**src/rtl/lmc1992_mixer.sv**
```systemverilog
// STE Microwire interface and LMC1992 volume/mix emulation.
// Ports: clk/reset; CPU bus din/addr/uds/lds/rw/sel -> dout; busy;
// ym_l/ym_r, ste_l/ste_r sample inputs -> audio_l/audio_r to the DACs.
module lmc1992_mixer #(
  parameter int CLK_DIV = 8
) (
  input  logic        clk,
  input  logic        reset,
  input  logic [15:0] din,
  input  logic [4:0]  addr,
  input  logic        uds,
  input  logic        lds,
  input  logic        rw,
  input  logic        sel,
  output logic [15:0] dout,
  input  logic [7:0]  ym_l,
  input  logic [7:0]  ym_r,
  input  logic [7:0]  ste_l,
  input  logic [7:0]  ste_r,
  output logic        busy,
  output logic [7:0]  audio_l,
  output logic [7:0]  audio_r
);

  localparam int TW = (CLK_DIV > 1) ? $clog2(CLK_DIV) : 1;

  logic [15:0]   mw_data, mw_mask;
  logic [TW-1:0] tick_cnt;
  logic [3:0]    bit_cnt;
  logic [10:0]   lmc;
  logic [3:0]    nbits;
  logic          done;
  logic [1:0]    mix;
  logic [5:0]    master;
  logic [4:0]    left, right;
  logic [3:0]    bass, treble;
  logic [7:0]    gain_l, gain_r;
  logic [7:0]    sat_l, sat_r;

  logic wr, wr_data, wr_mask, tick;
  assign wr      = sel && !rw && !busy;
  assign wr_data = wr && addr == 5'h11;
  assign wr_mask = wr && addr == 5'h12;
  assign tick    = busy && tick_cnt == TW'(CLK_DIV - 1);

  always_comb begin
    dout = '0;
    if (sel && rw && addr == 5'h11) dout = mw_data;
    else if (sel && rw && addr == 5'h12) dout = mw_mask;
  end

  // Register writes and the 16-tick serial shift; the rotation returns
  // both registers to their original values at the end of a transfer.
  always_ff @(posedge clk) begin
    if (reset) begin
      mw_data  <= '0;
      mw_mask  <= '0;
      busy     <= 1'b0;
      tick_cnt <= '0;
      bit_cnt  <= '0;
      lmc      <= '0;
      nbits    <= '0;
      done     <= 1'b0;
    end else begin
      done <= 1'b0;
      if (wr_data && uds) mw_data[15:8] <= din[15:8];
      if (wr_data && lds) mw_data[7:0]  <= din[7:0];
      if (wr_mask && uds) mw_mask[15:8] <= din[15:8];
      if (wr_mask && lds) mw_mask[7:0]  <= din[7:0];
      if (wr_data && (uds || lds)) begin
        busy     <= 1'b1;
        tick_cnt <= '0;
        bit_cnt  <= '0;
        lmc      <= '0;
        nbits    <= '0;
      end else if (tick) begin
        tick_cnt <= '0;
        if (mw_mask[15]) begin
          lmc <= {lmc[9:0], mw_data[15]};
          if (nbits != 4'd11) nbits <= nbits + 4'd1;
        end
        mw_data <= {mw_data[14:0], mw_data[15]};
        mw_mask <= {mw_mask[14:0], mw_mask[15]};
        bit_cnt <= bit_cnt + 4'd1;
        if (bit_cnt == 4'd15) begin
          busy <= 1'b0;
          done <= 1'b1;
        end
      end else if (busy) begin
        tick_cnt <= tick_cnt + TW'(1);
      end
    end
  end

  logic [2:0] cmd;
  logic [5:0] cdat;
  logic       cmd_ok;
  assign cmd    = lmc[8:6];
  assign cdat   = lmc[5:0];
  assign cmd_ok = done && nbits == 4'd11 && lmc[10:9] == 2'b10;

  always_ff @(posedge clk) begin
    if (reset) begin
      mix    <= 2'b01;
      master <= 6'd40;
      left   <= 5'd20;
      right  <= 5'd20;
      bass   <= 4'd6;
      treble <= 4'd6;
    end else if (cmd_ok) begin
      unique case (1'b1)
        cmd == 3'b000: mix    <= cdat[1:0];
        cmd == 3'b001: bass   <= cdat[3:0];
        cmd == 3'b010: treble <= cdat[3:0];
        cmd == 3'b011: master <= (cdat > 6'd40) ? 6'd40 : cdat;
        cmd == 3'b100: right  <= (cdat[4:0] > 5'd20) ? 5'd20 : cdat[4:0];
        cmd == 3'b101: left   <= (cdat[4:0] > 5'd20) ? 5'd20 : cdat[4:0];
        default: ;
      endcase
    end
  end

  // round(255 * 10^(-s/10)); anything past 24 steps is silence.
  function automatic logic [7:0] atten(input logic [6:0] s);
    unique case (s)
      7'd0:  atten = 8'd255;
      7'd1:  atten = 8'd203;
      7'd2:  atten = 8'd161;
      7'd3:  atten = 8'd128;
      7'd4:  atten = 8'd102;
      7'd5:  atten = 8'd81;
      7'd6:  atten = 8'd64;
      7'd7:  atten = 8'd51;
      7'd8:  atten = 8'd40;
      7'd9:  atten = 8'd32;
      7'd10: atten = 8'd26;
      7'd11: atten = 8'd20;
      7'd12: atten = 8'd16;
      7'd13: atten = 8'd13;
      7'd14: atten = 8'd10;
      7'd15: atten = 8'd8;
      7'd16: atten = 8'd6;
      7'd17: atten = 8'd5;
      7'd18: atten = 8'd4;
      7'd19: atten = 8'd3;
      7'd20: atten = 8'd3;
      7'd21: atten = 8'd2;
      7'd22: atten = 8'd2;
      7'd23: atten = 8'd1;
      7'd24: atten = 8'd1;
      default: atten = 8'd0;
    endcase
  endfunction

  logic [6:0] steps_l, steps_r;
  assign steps_l = 7'(6'd40 - master) + 7'(5'd20 - left);
  assign steps_r = 7'(6'd40 - master) + 7'(5'd20 - right);

  function automatic logic [7:0] ym_term(input logic [1:0] m,
                                         input logic [7:0] y);
    unique case (m)
      2'b00:   ym_term = y >> 2;
      2'b10:   ym_term = 8'd0;
      default: ym_term = y;
    endcase
  endfunction

  logic [8:0]  sum_l, sum_r;
  logic [15:0] prod_l, prod_r;
  assign sum_l  = {1'b0, ym_term(mix, ym_l)} + {1'b0, ste_l};
  assign sum_r  = {1'b0, ym_term(mix, ym_r)} + {1'b0, ste_r};
  assign prod_l = sat_l * gain_l;
  assign prod_r = sat_r * gain_r;

  always_ff @(posedge clk) begin
    if (reset) begin
      gain_l  <= 8'd255;
      gain_r  <= 8'd255;
      sat_l   <= '0;
      sat_r   <= '0;
      audio_l <= '0;
      audio_r <= '0;
    end else begin
      gain_l  <= atten(steps_l);
      gain_r  <= atten(steps_r);
      sat_l   <= sum_l[8] ? 8'hFF : sum_l[7:0];
      sat_r   <= sum_r[8] ? 8'hFF : sum_r[7:0];
      audio_l <= prod_l[15:8];
      audio_r <= prod_r[15:8];
    end
  end

endmodule

```
**config.mk**
```make
export PLATFORM = sky130hd
export DESIGN_NAME = lmc1992_mixer
export DESIGN_NICKNAME = d
export VERILOG_FILES = /design/src/rtl/lmc1992_mixer.sv
export SDC_FILE = /design/constraint.sdc
export NUM_CORES = 1
export LEC_CHECK = 0
export ABC_CLOCK_PERIOD_IN_PS = 5800
export CORE_ASPECT_RATIO = 0.9
export CORE_UTILIZATION = 25
export CTS_CLUSTER_DIAMETER = 50
export DETAILED_ROUTE_END_ITERATION = 16
export SYNTH_ARGS = -nofsm -noshare
export SYNTH_HDL_FRONTEND = slang
export SYNTH_SLANG_ARGS = --single-unit
```
**constraint.sdc**
```tcl
create_clock -name clk -period 5.8 [get_ports clk]
set_input_delay 1.16 -clock clk [delete_from_list [all_inputs] [get_ports clk]]
set_output_delay 1.16 -clock clk [all_outputs]
set_load 0.05 [all_outputs]
```
==> qor.yml, run 1 <==
global_routing:
  grtUsageTotal_pct: 11.7
  grt_max_degree: 94
  grt_pass1_vias: 8110
  grt_pass1_wl_mm: 40.4
  antenna_found_initial: 5
  grt_overflow: 0
worst_setup_path:
  cp_top_family: "buffers and inverters"
  end_kind: "output port"
  crit_top_cell: "clkdlybuf4s50_1"
  reg2regPathDepth: 14
  r2r_setup_slack_ns: 1.30
  path_class: "in2out"
  cp_data_arrival_time_ns: 3.77
  required_ns: 4.64
  r2r-end: "audio_r[7]$_SDFF_PP0_"
  critPathLaunchType: "input pin"
  cpPeakStageDelay_ns: 0.81
  slowest_stage: "clkdlybuf4s50_1"
  reg2reg_from: "sat_r[5]$_SDFF_PP0_"
  worstPathMaxFanout: 16
  path_buf_inv: 2
  worstPathCellList: "clkdlybuf4s50_1 -> nor2_1 -> nand2_1 -> nor3b_1 -> and3_1 -> a22o_1 -> clkdlybuf4s50_1"
yosys:
  synth_cell_types: 67
  synth_edf_count: 0
  syn-num-nets: 1407
  synth_common_cells: "dfxtp_1 (122), ha_1 (113), inv_1 (107), and2_1 (106), nor2_1 (94)"
  yosysSeqAreaShare_pct: 23.5
  ys_ff_latch: 122
  postSynth.asyncResetShare_pct: 0
  synth_top_area_cell: "dfxtp_1"
  yosysMostFrequentCell: "dfxtp_1"
  yosys_warnings: 0
  synth_area_per_cell_um2: 8.94
  synth_area_mm2: 0.0104
  synth_flop_cell: "dfxtp_1"
  synth_cells: 1161
  synth_top_area_share_pct: 23.5
  synthTopCellsByArea: "dfxtp_1 (24%), fa_1 (14%), ha_1 (14%), and2_1 (6.4%), mux2i_1 (4.9%)"
floorplanning:
  row_count: 70
  fp.dieH_um: 195
  boundaryPins: 92
  fp.dieW_um: 217
  core_mm2: 0.0407
  initial_core_util_pct: 25.5
  fp.dieArea_mm2: 0.0423
placed_design:
  place_hpwl_mm: 18.6
  place_congestion: 0.816
  port_buffers: 91
  placed_area_mm2: 0.0118
cts:
  cts_tree: "done"
  post_cts_buffers: 0
  clockBufferDepth: 2
  htree_levels: 4
  insertion_delay_ns: 0.43
  cts_hold_buf: 0
  cts_made_buffers: 17
  clk_pin_slew_ns: 0.06
  clock_sinks: 122
  cts_resized: 0
  cts-root-buf: "clkbuf_16"
sta:
  hold_violations: 0
  finalCriticalPeriod_ns: 4.93
  finalCritPeriodShare_pct: 85.1
  fin_hold_ws_ns: 0.469
  fin_skew_ns: 0.00852
  finalMaxSlewViolations: 0
  fin_tns_setup_ns: 0
  rsz0062_at_grt: "false"
  maxSlewHeadroom_pct: 23.8
  worst_pin_slew_ns: 1.14
  finalSetupViolCount: 0
  clock.fmax_mhz: 203
final_layout:
  fin_nets: 1481
  area_growth_pct: 20.0
  fillerInstances: 4293
  drive_gt1_share_pct: 4.09
  stdcell_area_mm2: 0.0124
route:
  routed_wl_mm: 24.1
  drc_errors: 0
  drt_iter0_markers: 440
  via_per_inst: 4.56
  route.vias.total: 8153
  ant_nets: 0
  wire_per_inst_um: 13.5
  dr.pass1.iters: 5
power:
  ir_drop_uv: 348
  leakage_nw: 5.68
  p_per_area_mw_per_mm2: 407
  total_power_mw: 5.07
worst_hold_path:
  min_from: "lmc[10]$_SDFFE_PP0P_"
  min_to: "lmc[10]$_SDFFE_PP0P_"
  min_path_cells: 2
  min_path_type: "reg2reg"
job:
  drv_cap: 0
status:
  outcome: "complete, no violations"
layout by cell type, fill, tap and decap left out, types with 4 or more instances in the layout:
cell,synthesis,layout
dfxtp_1,122,122
ha_1,113,113
inv_1,107,107
and2_1,106,106
nor2_1,94,94
nand2_1,92,91
clkdlybuf4s50_1,0,90
fa_1,74,74
a21oi_1,60,60
mux2i_1,51,51
a211oi_1,37,37
xor2_1,29,29
a22o_1,28,28
xnor2_1,25,25
o21ai_0,25,25
a21o_1,21,21
clkbuf_16,0,17
nor3_1,16,16
nand3_1,13,13
and3_1,8,8
o21a_1,7,7
nor4_1,7,7
a31oi_1,6,6
nand4_1,6,6
nor2b_1,5,5
buf_4,1,5
a22oi_1,4,4
o21bai_1,4,4
o41ai_1,4,4
clkinv_4,0,4
report_power, final:
part | internal (mW) | leakage (nW) | total (mW) | switching, mW
registers | 0.920 | 0.993 | 0.961 | 0.0412
clock network | 0.704 | 0.299 | 1.13 | 0.427
logic | 1.32 | 4.39 | 2.98 | 1.66
worst max path at each step:
stage,slack [ns],cells after the start,from,to
2_1_floorplan,1.65,14,sat_r[5]$_SDFF_PP0_,audio_r[7]$_SDFF_PP0_
3_3_place_gp,0.98,7,addr[3],dout[7]
3_5_place_dp,0.88,7,addr[3],dout[12]
4_1_cts,0.86,7,addr[3],dout[12]
5_1_grt,0.69,7,addr[3],dout[12]
6_report,0.87,7,addr[3],dout[12]
flip-flops by register name, summed over array words and instances, names as in the netlist, 4 cells and up:
signal	flops
audio_l	8
audio_r	8
bit_cnt	4
gain_l	8
gain_r	8
left	5
lmc	11
master	6
mw_data	16
mw_mask	16
nbits	4
right	5
sat_l	8
sat_r	8
area by class of cell:
type	count	area [um2]	area share, %
Multi-Input combinational cell	892	7370	59.2
Sequential cell	122	2440	19.6
Timing Repair Buffer	95	938	7.54
Tap cell	540	676	5.43
Clock buffer	20	457	3.67
Inverter	107	402	3.23
Clock inverter	12	165	1.33
Antenna cell	1	2.50	0.0201
per-stage QoR:
stage / util (%) / setup slack, ns / cells
after floorplan: - / 1.65 / 1161
after CTS: 30.6 / 0.861 / 1788
after detailed placement: 29.0 / 0.884 / 1756
after global placement: 29.0 / 0.982 / 1756
after global routing: 30.6 / 0.691 / 1788
final: 30.6 / 0.865 / 1789
worst reg2reg max path: cells and delay by family, from the launching register on:
kind / cells / cell delay, ns
buffers and inverters: 3 / 0.14
multiplexers: 1 / 0.35
flip-flops: 1 / 0.45
AND/OR/NAND/NOR: 2 / 0.25
adder cells (fa/ha/maj): 5 / 2.43
AO/OA/AOI/OAI: 3 / 0.78
routing by layer:
layer  track usage (%)  vias up  part of all wire (%)
met3              3.18       29                   5.3
met2              18.2      148                    44
met4              3.29        8                  0.90
met1              15.8     3827                    50
li1                  -     4141                     -
met5                 0        -                  0.24
logic make-up (layout without fill, tap and decap cells):
family	Yosys count	in the layout	share of synthesized area, %
simple gates	369	369	18.1
compound gates	228	228	15.2
fa+ha+maj	187	187	27.9
buf+inv	147	234	5.46
flops	122	122	23.5
xor+xnor	55	55	4.72
mux	53	53	5.14
other cells	0	1	0
No activity file was read; power rests on OpenSTA's default activity.
==> run 2, diff against run 1 <==
--- a/config.mk
+++ b/config.mk
@@ -5,11 +5,12 @@
 export SDC_FILE = /design/constraint.sdc
 export NUM_CORES = 1
 export LEC_CHECK = 0
-export ABC_CLOCK_PERIOD_IN_PS = 5800
+export ABC_CLOCK_PERIOD_IN_PS = 5700
 export CORE_ASPECT_RATIO = 0.9
 export CORE_UTILIZATION = 25
 export CTS_CLUSTER_DIAMETER = 50
 export DETAILED_ROUTE_END_ITERATION = 16
+export SKIP_LAST_GASP = 1
 export SYNTH_ARGS = -nofsm -noshare
 export SYNTH_HDL_FRONTEND = slang
 export SYNTH_SLANG_ARGS = --single-unit
==> constraint.sdc (replaced) <==
create_clock -name clk -period 5.7 [get_ports clk]
set_input_delay 1.14 -clock clk [delete_from_list [all_inputs] [get_ports clk]]
set_output_delay 1.14 -clock clk [all_outputs]
set_load 0.05 [all_outputs]
==> run 2 against run 1 <==
Sequential power increased by 2%. Critical path depth unchanged. Total power is 0.39% higher. Largest cell class unchanged. Largest power group unchanged. Global-route usage shrank 0.20 points. Clock skew up 0.0018 ns. Routed wire length is 2.1% lower. First-iteration DRC count decreased by 13%. Clock power is essentially flat. Worst setup slack worse by 0.013 ns. Non-clock buffer count unchanged. Hold slack got worse by 0.0017 ns.
==> qor.yml, run 2 (same netlist as run 1, synthesis figures left out) <==
route:
  via_per_inst: 4.57
  routed_wl_mm: 23.6
  dr.pass1.iters: 5
  route.vias.total: 8172
  drt_iter0_markers: 381
  ant_nets: 0
  wire_per_inst_um: 13.2
  drc_errors: 0
floorplanning:
  fp.dieH_um: 195
  core_mm2: 0.0407
  initial_core_util_pct: 25.5
  boundaryPins: 92
  fp.dieW_um: 217
  row_count: 70
  fp.dieArea_mm2: 0.0423
worst_setup_path:
  cp-startpoint: "addr[3]"
  r2r-end: "audio_r[7]$_SDFF_PP0_"
  cp_top_family: "buffers and inverters"
  reg2reg_from: "sat_r[5]$_SDFF_PP0_"
  end_kind: "output port"
  reg2regPathDepth: 14
  critPathCapture: "dout[12]"
  cp_data_arrival_time_ns: 3.71
  crit_cells: 7
  r2r_setup_slack_ns: 1.18
  critPathLaunchType: "input pin"
  cpPeakStageDelay_ns: 0.81
  path_class: "in2out"
  slowest_stage: "clkdlybuf4s50_1"
  path_buf_inv: 2
  required_ns: 4.56
  crit_top_cell: "clkdlybuf4s50_1"
  worstPathCellList: "clkdlybuf4s50_1 -> nor2_1 -> nand2_1 -> nor3b_1 -> and3_1 -> a22o_1 -> clkdlybuf4s50_1"
  worstPathMaxFanout: 16
final_layout:
  final_common_cell: "dfxtp_1"
  reg_top3: "mw_data x16, mw_mask x16, lmc x11"
  drive_gt1_share_pct: 4.09
  area_growth_pct: 19.8
  layout_common_cells: "dfxtp_1 (122), ha_1 (113), inv_1 (107), and2_1 (106), nor2_1 (94)"
  fillerInstances: 4297
  fin_nets: 1481
  stdcell_count: 1790
global_routing:
  grt_pass1_wl_mm: 39.8
  antenna_found_initial: 5
  grt_max_degree: 94
  grtUsageTotal_pct: 11.5
  grt_pass1_vias: 8078
  grt_overflow: 0
cts:
  cts_hold_buf: 0
  htree_levels: 4
  cts-root-buf: "clkbuf_16"
  cts_resized: 0
  clock_sinks: 122
  post_cts_buffers: 0
  clk_pin_slew_ns: 0.06
  cts_made_buffers: 17
  cts_tree: "done"
  insertion_delay_ns: 0.43
  clockBufferDepth: 2
placed_design:
  dpl.cell_count: 1756
  port_buffers: 91
  place_congestion: 0.814
  place_ws_ns: 0.845
  place_hpwl_mm: 18.3
power:
  total_power_mw: 5.09
  ir_drop_uv: 313
  leakage_nw: 5.67
  p_per_area_mw_per_mm2: 410
sta:
  fin_hold_ws_ns: 0.467
  finalMaxSlewViolations: 0
  fin_skew_ns: 0.0103
  rsz0062_at_grt: "false"
  finalSetupViolCount: 0
  finalCritPeriodShare_pct: 85.1
  finalCriticalPeriod_ns: 4.85
  fin_tns_setup_ns: 0
  worst_pin_slew_ns: 1.13
  hold_violations: 0
  setup_ws_ns: 0.852
  maxSlewHeadroom_pct: 24.7
  clock.fmax_mhz: 206
status:
  outcome: "complete, no violations"
job:
  drv_cap: 0
worst_hold_path:
  min_path_type: "reg2reg"
run 2: changes by cell type in the layout (fill, tap and decap cells not counted):
cell / before / now
inv_6: 1 / 4
clkinv_4: 4 / 2
bufinv_16: 3 / 2
clkinv_2: 1 / 2
diode_2: 1 / 2
inv_8: 1 / 0
run 2: cell type report:
cell class                 count  area [um2]  area share (%)
inverter                     107         402            3.23
clock buffer                  20         457            3.68
clock inverter                12         138            1.11
antenna                        2        5.00          0.0403
multi-input combinational    892        7370            59.3
sequential                   122        2440            19.7
tap                          540         676            5.44
timing repair buffer          95         938            7.55
run 2: power breakdown:
group	internal (mW)	switching (mW)
clock	0.671	0.436
combinational	1.34	1.67
sequential	0.936	0.0422
total	2.94	2.15
run 2: worst min-delay path by stage:
stage	from	to	slack (ns)	cells past startpoint
final	lmc[10]$_SDFFE_PP0P_	lmc[10]$_SDFFE_PP0P_	0.47	2
after global routing	lmc[10]$_SDFFE_PP0P_	lmc[10]$_SDFFE_PP0P_	0.48	2
after CTS	lmc[10]$_SDFFE_PP0P_	lmc[10]$_SDFFE_PP0P_	0.46	2
after detailed placement	lmc[10]$_SDFFE_PP0P_	lmc[10]$_SDFFE_PP0P_	0.45	2
after global placement	lmc[10]$_SDFFE_PP0P_	lmc[10]$_SDFFE_PP0P_	0.44	2
after floorplan	lmc[10]$_SDFFE_PP0P_	lmc[10]$_SDFFE_PP0P_	0.44	2
run 2: through the flow:
stage | util [%] | instance area (um2)
5_1_grt | 30.5 | 12400
6_report | 30.5 | 12400
4_1_cts | 30.5 | 12400
3_5_place_dp | 29.0 | 11800
3_3_place_gp | 29.0 | 11800
2_1_floorplan | - | 10400
run 2: metal layers:
layer	wire [um]	vias up	global-route usage (%)
li1	-	4140	-
met1	11800	3848	15.4
met2	10300	144	18.2
met3	1210	32	3.21
met4	269	8	2.92
met5	50	-	0
run 2: worst min-delay path, delay by kind of cell, from the launching register on:
kind | cells | cell delay, ns
and+or+nand+nor | 1 | 0.06
DFF | 1 | 0.31
AOI/OAI and AO/OA | 1 | 0.05
